File: config.mk
export PLATFORM = sky130hd
export DESIGN_NAME = lifo_stack
export DESIGN_NICKNAME = d
export VERILOG_FILES = /design/src/rtl/lifo_stack_pkg.sv /design/src/rtl/lifo_stack_mem.sv /design/src/rtl/lifo_stack.sv
export SDC_FILE = /design/constraint.sdc
export NUM_CORES = 1
export LEC_CHECK = 0
export CORE_AREA = 2 2 131 146
export DETAILED_ROUTE_END_ITERATION = 6
export DIE_AREA = 0 0 133 148
export SLEW_MARGIN = 20
export SYNTH_ARGS = -nofsm -noshare
export SYNTH_HDL_FRONTEND = slang
export SYNTH_SLANG_ARGS = --single-unit
File: constraint.sdc
create_clock -name clk -period 5.8 [get_ports clk]
set_input_delay 1.16 -clock clk [delete_from_list [all_inputs] [get_ports clk]]
set_output_delay 1.16 -clock clk [all_outputs]
set_load 0.02 [all_outputs]
File: src/rtl/lifo_stack_pkg.sv
// Shared opcodes, FSM states and tile-top defaults for the lifo_stack engine.
package lifo_stack_pkg;

  localparam int LIFO_WIDTH_DEF = 8;
  localparam int LIFO_DEPTH_DEF = 16;

  localparam logic [2:0] OP_NOP     = 3'd0;
  localparam logic [2:0] OP_PUSH    = 3'd1;
  localparam logic [2:0] OP_POP     = 3'd2;
  localparam logic [2:0] OP_REPLACE = 3'd3;
  localparam logic [2:0] OP_CLEAR   = 3'd4;
  localparam logic [2:0] OP_DUP     = 3'd5;

  typedef enum logic [0:0] {
    ST_IDLE = 1'b0,
    ST_CLR  = 1'b1
  } state_e;

endpackage

File: src/rtl/lifo_stack_mem.sv
// Flop-array storage for lifo_stack: one write port, combinational top/peek reads.
// Peek read port exists only when LIFO_STACK_PEEK_EN is defined.
module lifo_stack_mem #(
  parameter int WIDTH = 8,
  parameter int DEPTH = 16,
  parameter int AW    = $clog2(DEPTH)
) (
  input  logic             clk,
  input  logic             rst_n,
  input  logic             we_i,
  input  logic [AW-1:0]    waddr_i,
  input  logic [WIDTH-1:0] wdata_i,
  input  logic [AW-1:0]    top_addr_i,
  output logic [WIDTH-1:0] top_rdata_o
`ifdef LIFO_STACK_PEEK_EN
  ,
  input  logic [AW-1:0]    peek_addr_i,
  output logic [WIDTH-1:0] peek_rdata_o
`endif
);

  logic [WIDTH-1:0] mem_q [DEPTH];

  always_ff @(posedge clk or negedge rst_n) begin
    if (!rst_n) begin
      for (int unsigned i = 0; i < DEPTH; i++) begin
        mem_q[i] <= '0;
      end
    end else if (we_i) begin
      mem_q[waddr_i] <= wdata_i;
    end
  end

  assign top_rdata_o = mem_q[top_addr_i];

`ifdef LIFO_STACK_PEEK_EN
  assign peek_rdata_o = mem_q[peek_addr_i];
`endif

endmodule

File: src/rtl/lifo_stack.sv
// LIFO stack engine: opcode command interface, multi-cycle CLEAR wipe, sticky error flags.
// Define LIFO_STACK_PEEK_EN to add peek_idx/peek_data ports and the DUP opcode.
module lifo_stack
  import lifo_stack_pkg::*;
#(
  parameter  int WIDTH = LIFO_WIDTH_DEF,
  parameter  int DEPTH = LIFO_DEPTH_DEF,
  localparam int CW    = $clog2(DEPTH + 1),
  localparam int AW    = $clog2(DEPTH)
) (
  input  logic             clk,
  input  logic             rst_n,
  input  logic             cmd_valid,
  output logic             cmd_ready,
  input  logic [2:0]       cmd_op,
  input  logic [WIDTH-1:0] cmd_data,
  output logic [WIDTH-1:0] top_data,
  output logic [CW-1:0]    count,
  output logic             full,
  output logic             empty,
  output logic             done,
  output logic             err_overflow,
  output logic             err_underflow,
  output logic             err_illegal
`ifdef LIFO_STACK_PEEK_EN
  ,
  input  logic [AW-1:0]    peek_idx,
  output logic [WIDTH-1:0] peek_data
`endif
);

  state_e           state_q;
  logic [CW-1:0]    count_q;
  logic [AW-1:0]    idx_q, idx_d;
  logic             done_q, ovf_q, unf_q, ill_q;

  logic             accept;
  logic [AW-1:0]    top_addr;
  logic [WIDTH-1:0] top_word;
  logic             mem_we;
  logic [AW-1:0]    mem_addr;
  logic [WIDTH-1:0] mem_wdata;

  assign cmd_ready = (state_q == ST_IDLE);
  assign accept    = cmd_valid && cmd_ready;
  assign full      = (count_q == CW'(DEPTH));
  assign empty     = (count_q == '0);
  assign count     = count_q;
  assign done      = done_q;
  assign err_overflow  = ovf_q;
  assign err_underflow = unf_q;
  assign err_illegal   = ill_q;
  assign idx_d     = idx_q + AW'(1);

  // Address wraps harmlessly when empty; top_data is masked to zero then.
  assign top_addr  = AW'(count_q - CW'(1));
  assign top_data  = empty ? '0 : top_word;

  always_comb begin
    mem_we    = 1'b0;
    mem_addr  = '0;
    mem_wdata = '0;
    if (state_q == ST_CLR) begin
      mem_we   = 1'b1;
      mem_addr = idx_q;
    end else if (accept) begin
      case (cmd_op)
        OP_PUSH: begin
          mem_we    = !full;
          mem_addr  = AW'(count_q);
          mem_wdata = cmd_data;
        end
        OP_REPLACE: begin
          mem_we    = !empty;
          mem_addr  = top_addr;
          mem_wdata = cmd_data;
        end
`ifdef LIFO_STACK_PEEK_EN
        OP_DUP: begin
          mem_we    = !full && !empty;
          mem_addr  = AW'(count_q);
          mem_wdata = top_word;
        end
`endif
        default: ;
      endcase
    end
  end

  always_ff @(posedge clk or negedge rst_n) begin
    if (!rst_n) begin
      state_q <= ST_IDLE;
      count_q <= '0;
      idx_q   <= '0;
      done_q  <= 1'b0;
      ovf_q   <= 1'b0;
      unf_q   <= 1'b0;
      ill_q   <= 1'b0;
    end else begin
      done_q <= 1'b0;
      case (state_q)
        ST_IDLE: begin
          if (accept) begin
            done_q <= 1'b1;
            case (cmd_op)
              OP_NOP: ;
              OP_PUSH: begin
                if (full) ovf_q <= 1'b1;
                else      count_q <= count_q + CW'(1);
              end
              OP_POP: begin
                if (empty) unf_q <= 1'b1;
                else       count_q <= count_q - CW'(1);
              end
              OP_REPLACE: begin
                if (empty) unf_q <= 1'b1;
              end
              OP_CLEAR: begin
                done_q  <= 1'b0;
                count_q <= '0;
                ovf_q   <= 1'b0;
                unf_q   <= 1'b0;
                ill_q   <= 1'b0;
                idx_q   <= '0;
                state_q <= ST_CLR;
              end
`ifdef LIFO_STACK_PEEK_EN
              OP_DUP: begin
                if (full)       ovf_q <= 1'b1;
                else if (empty) unf_q <= 1'b1;
                else            count_q <= count_q + CW'(1);
              end
`endif
              default: ill_q <= 1'b1;
            endcase
          end
        end
        ST_CLR: begin
          idx_q <= idx_d;
          // Last wipe: return to IDLE so done lands in the first ready cycle.
          if (idx_q == AW'(DEPTH - 1)) begin
            state_q <= ST_IDLE;
            done_q  <= 1'b1;
          end
        end
        default: state_q <= ST_IDLE;
      endcase
    end
  end

`ifdef LIFO_STACK_PEEK_EN
  logic [WIDTH-1:0] peek_word;
  logic [AW-1:0]    peek_addr;

  assign peek_addr = AW'(count_q - CW'(1) - CW'(peek_idx));
  assign peek_data = (CW'(peek_idx) < count_q) ? peek_word : '0;
`endif

  lifo_stack_mem #(
    .WIDTH (WIDTH),
    .DEPTH (DEPTH),
    .AW    (AW)
  ) u_mem (
    .clk          (clk),
    .rst_n        (rst_n),
    .we_i         (mem_we),
    .waddr_i      (mem_addr),
    .wdata_i      (mem_wdata),
    .top_addr_i   (top_addr),
    .top_rdata_o  (top_word)
`ifdef LIFO_STACK_PEEK_EN
    ,
    .peek_addr_i  (peek_addr),
    .peek_rdata_o (peek_word)
`endif
  );

endmodule

==> reports/results.ini <==
[cells_and_area]
nets=547
area_growth_pct=16.4
most-common-layout-cells=dfrtp_1 (141), mux2_2 (125), mux4_2 (32), clkdlybuf4s50_1 (32), clkbuf_16 (17)
fin_util=0.461
drive_gt1_frac=0.412
fill_cells=1557
mostFrequentLayoutCell=dfrtp_1
num_antenna_cells=0

[synth]
ys_seq_elements=142
synth_edf_count=0
ys_warn_count=0
synth.distinct_cells=56
yosysSeqAreaShare=0.494
synth_ff_type=dfrtp_1
synth_cells=500
synth.avg_cell_area_um2=14.4
syn_nets=518
synthArstFlopShare=1.00
netlist_area_mm2=0.00719

[grt]
grt_use_total=0.171
grt_pass1_vias=4671
antenna_found_initial=0
grt_pass1_wl_mm=25.8
grt_overflow_total=0
busiest_layer=met2
met2_usage=0.278
use_met1=0.227
grt_max_degree=95
met3_usage=0.0377

[clock_network]
clk_pin_slew_ns=0.06
ctsResizeCount=0
cts_root_buffer=clkbuf_16
worstSkewPairLatency_ns=0.42
cts.sinks=142
post_cts_buffers=0
htree_levels=4
cts-buffers-inserted=17
cts_tree=done
hold_buffers=0
clock_path_buffers=2

[floorplan]
ios=34
rows=52
dieArea_mm2=0.0197
core-area_mm2=0.0182
start_util=0.396
die_x_um=133
die_h_um=148

[timing]
worst_slew_margin_rel=0.299
setup_viol=0
setup_tns_ns=0
rsz0062_at_grt=no
fin_crit_ns=5.05
fin_crit_sh=0.870
fin_skew_ns=0.00637
fmax_mhz=198
worstMarginPinSlew_ns=1.05
hold_violations=0
maxSlewViolCount=0

[placement]
hpwl_mm=10.3
gp_congestion=0.781
port_buffers=33

[detailed_routing]
viasPerCell=5.51
drt_iter0_markers=199
num_vias=4319
drt-wirelength-per-cell_um=20.2
drtPass1Iterations=4
wl_mm=15.8
drc_errors=0
drtAntennaViolNets=0

[critical_path]
crit_slowest_cell=ha_1
critPathRequiredTime_ns=4.64
critPathCaptureType=output pin
crit_chain=inv_1 > ha_1 > buf_4 > mux4_2 > nor2b_1 > a211oi_1 > a211oi_1 > clkdlybuf4s50_1
critPathLaunchType=flip-flop
cp.arrival_ns=3.89
slowest_delay_ns=1.01
ff2ff_setup_slack_ns=2.18
worst-path-max-fanout=22
crit_path_frequent_cell=a211oi_1
path_delay_family=buffers and inverters
worst-path-buf-inv=3
path_class=reg -> out

[power]
irDropWorstVdd_mv=0.236
p_per_area_mw_per_mm2=493
p_leak_uw=0.00376

[run]
cap_violations=0

[status]
outcome=complete, no violations

[hold_path]
hold_class=reg -> reg

cell type report:
type,instances,area [um^2],area share
multi-input cells,324,3490,0.418
inverters,3,11.3,0.00135
clock inverters,9,159,0.0190
repair buffers,41,392,0.0468
flip-flops and latches,142,3550,0.425
well taps,243,304,0.0363
clock buffers,22,454,0.0543
worst register-to-register path, delay by kind of cell, from the launching register on:
family / cells / cell delay (ns)
AO/OA/AOI/OAI: 1 / 0.38
adder cells (fa/ha/maj): 1 / 1.01
buffers and inverters: 1 / 0.17
flip-flops: 1 / 0.52
multiplexers: 2 / 0.86
AND/OR/NAND/NOR: 1 / 0.57
stage by stage:
stage | instance area (um^2) | hold slack [ns] | setup slack [ns] | instances | power, uW
after floorplan | 7190 | 0.452 | 1.39 | 500 | 2450
after global placement | 7760 | 0.462 | 1.26 | 753 | 2980
after detailed placement | 7760 | 0.475 | 1.19 | 753 | 3010
after CTS | 8370 | 0.488 | 0.694 | 784 | 4170
after global routing | 8370 | 0.508 | 0.531 | 784 | 4350
final | 8370 | 0.481 | 0.753 | 784 | 4130
sequential cells by signal, indices dropped and copies added, names as in the netlist:
signal,flops
u_mem.mem_q,128
count,5
idx_q,4
err_underflow,1
state_q,1
err_overflow,1
done,1
err_illegal,1
synth_stat cells (all sizes together), types with 5 or more instances:
library cell / count / share of area
a211oi: 16 / 0.017
mux2: 129 / 0.20
o21ai: 17 / 0.014
nor3: 5 / 0.0082
dfrtp: 142 / 0.49
buf: 13 / 0.011
nor3b: 5 / 0.0099
nor2b: 9 / 0.0078
nand3: 13 / 0.015
a21oi: 8 / 0.0056
mux2i: 9 / 0.013
and2: 8 / 0.0070
clkbuf: 18 / 0.0094
nor2: 5 / 0.0026
o31ai: 7 / 0.013
nand2: 14 / 0.0073
mux4: 32 / 0.10
xor2: 6 / 0.0084
power by group:
group | leakage (uW) | switching (uW) | internal (uW) | total [uW]
logic | 0.00152 | 952 | 735 | 1690
clock network | 0.000300 | 412 | 732 | 1140
registers | 0.00194 | 141 | 1150 | 1300
total | 0.00376 | 1500 | 2620 | 4130
per-layer routing:
layer / part of all wire / wire length [um] / vias to the layer above
li1: - / - / 1949
met3: 0.032 / 513 / 19
met2: 0.49 / 7790 / 70
met5: 0 / 0 / -
met1: 0.46 / 7250 / 2281
met4: 0.017 / 264 / 0
final timing paths:
path,endpoint,depth (start not counted),from
setup reg to reg,u_mem.mem_q[112],6,count[1]
max in group asynchronous,u_mem.mem_q[56],2,rst_n
setup / recovery,top_data[4],8,count[1]
hold reg to reg,u_mem.mem_q[122],1,u_mem.mem_q[122]
min in group asynchronous,count[2],1,rst_n
hold / removal,u_mem.mem_q[122],1,u_mem.mem_q[122]
cell families (layout without fill, tap and decap cells):
group,count (synthesis),in the layout,synth area share
xor gates and xnor gates,10,10,0.0132
buffers and inverters,34,75,0.0216
AOI/OAI and AO/OA,68,68,0.0740
muxes,170,170,0.315
DFF,142,142,0.494
and+or+nand+nor,72,72,0.0752
adders and majority gates,4,4,0.00696
Note: power is estimated with default switching activity, not from simulation.
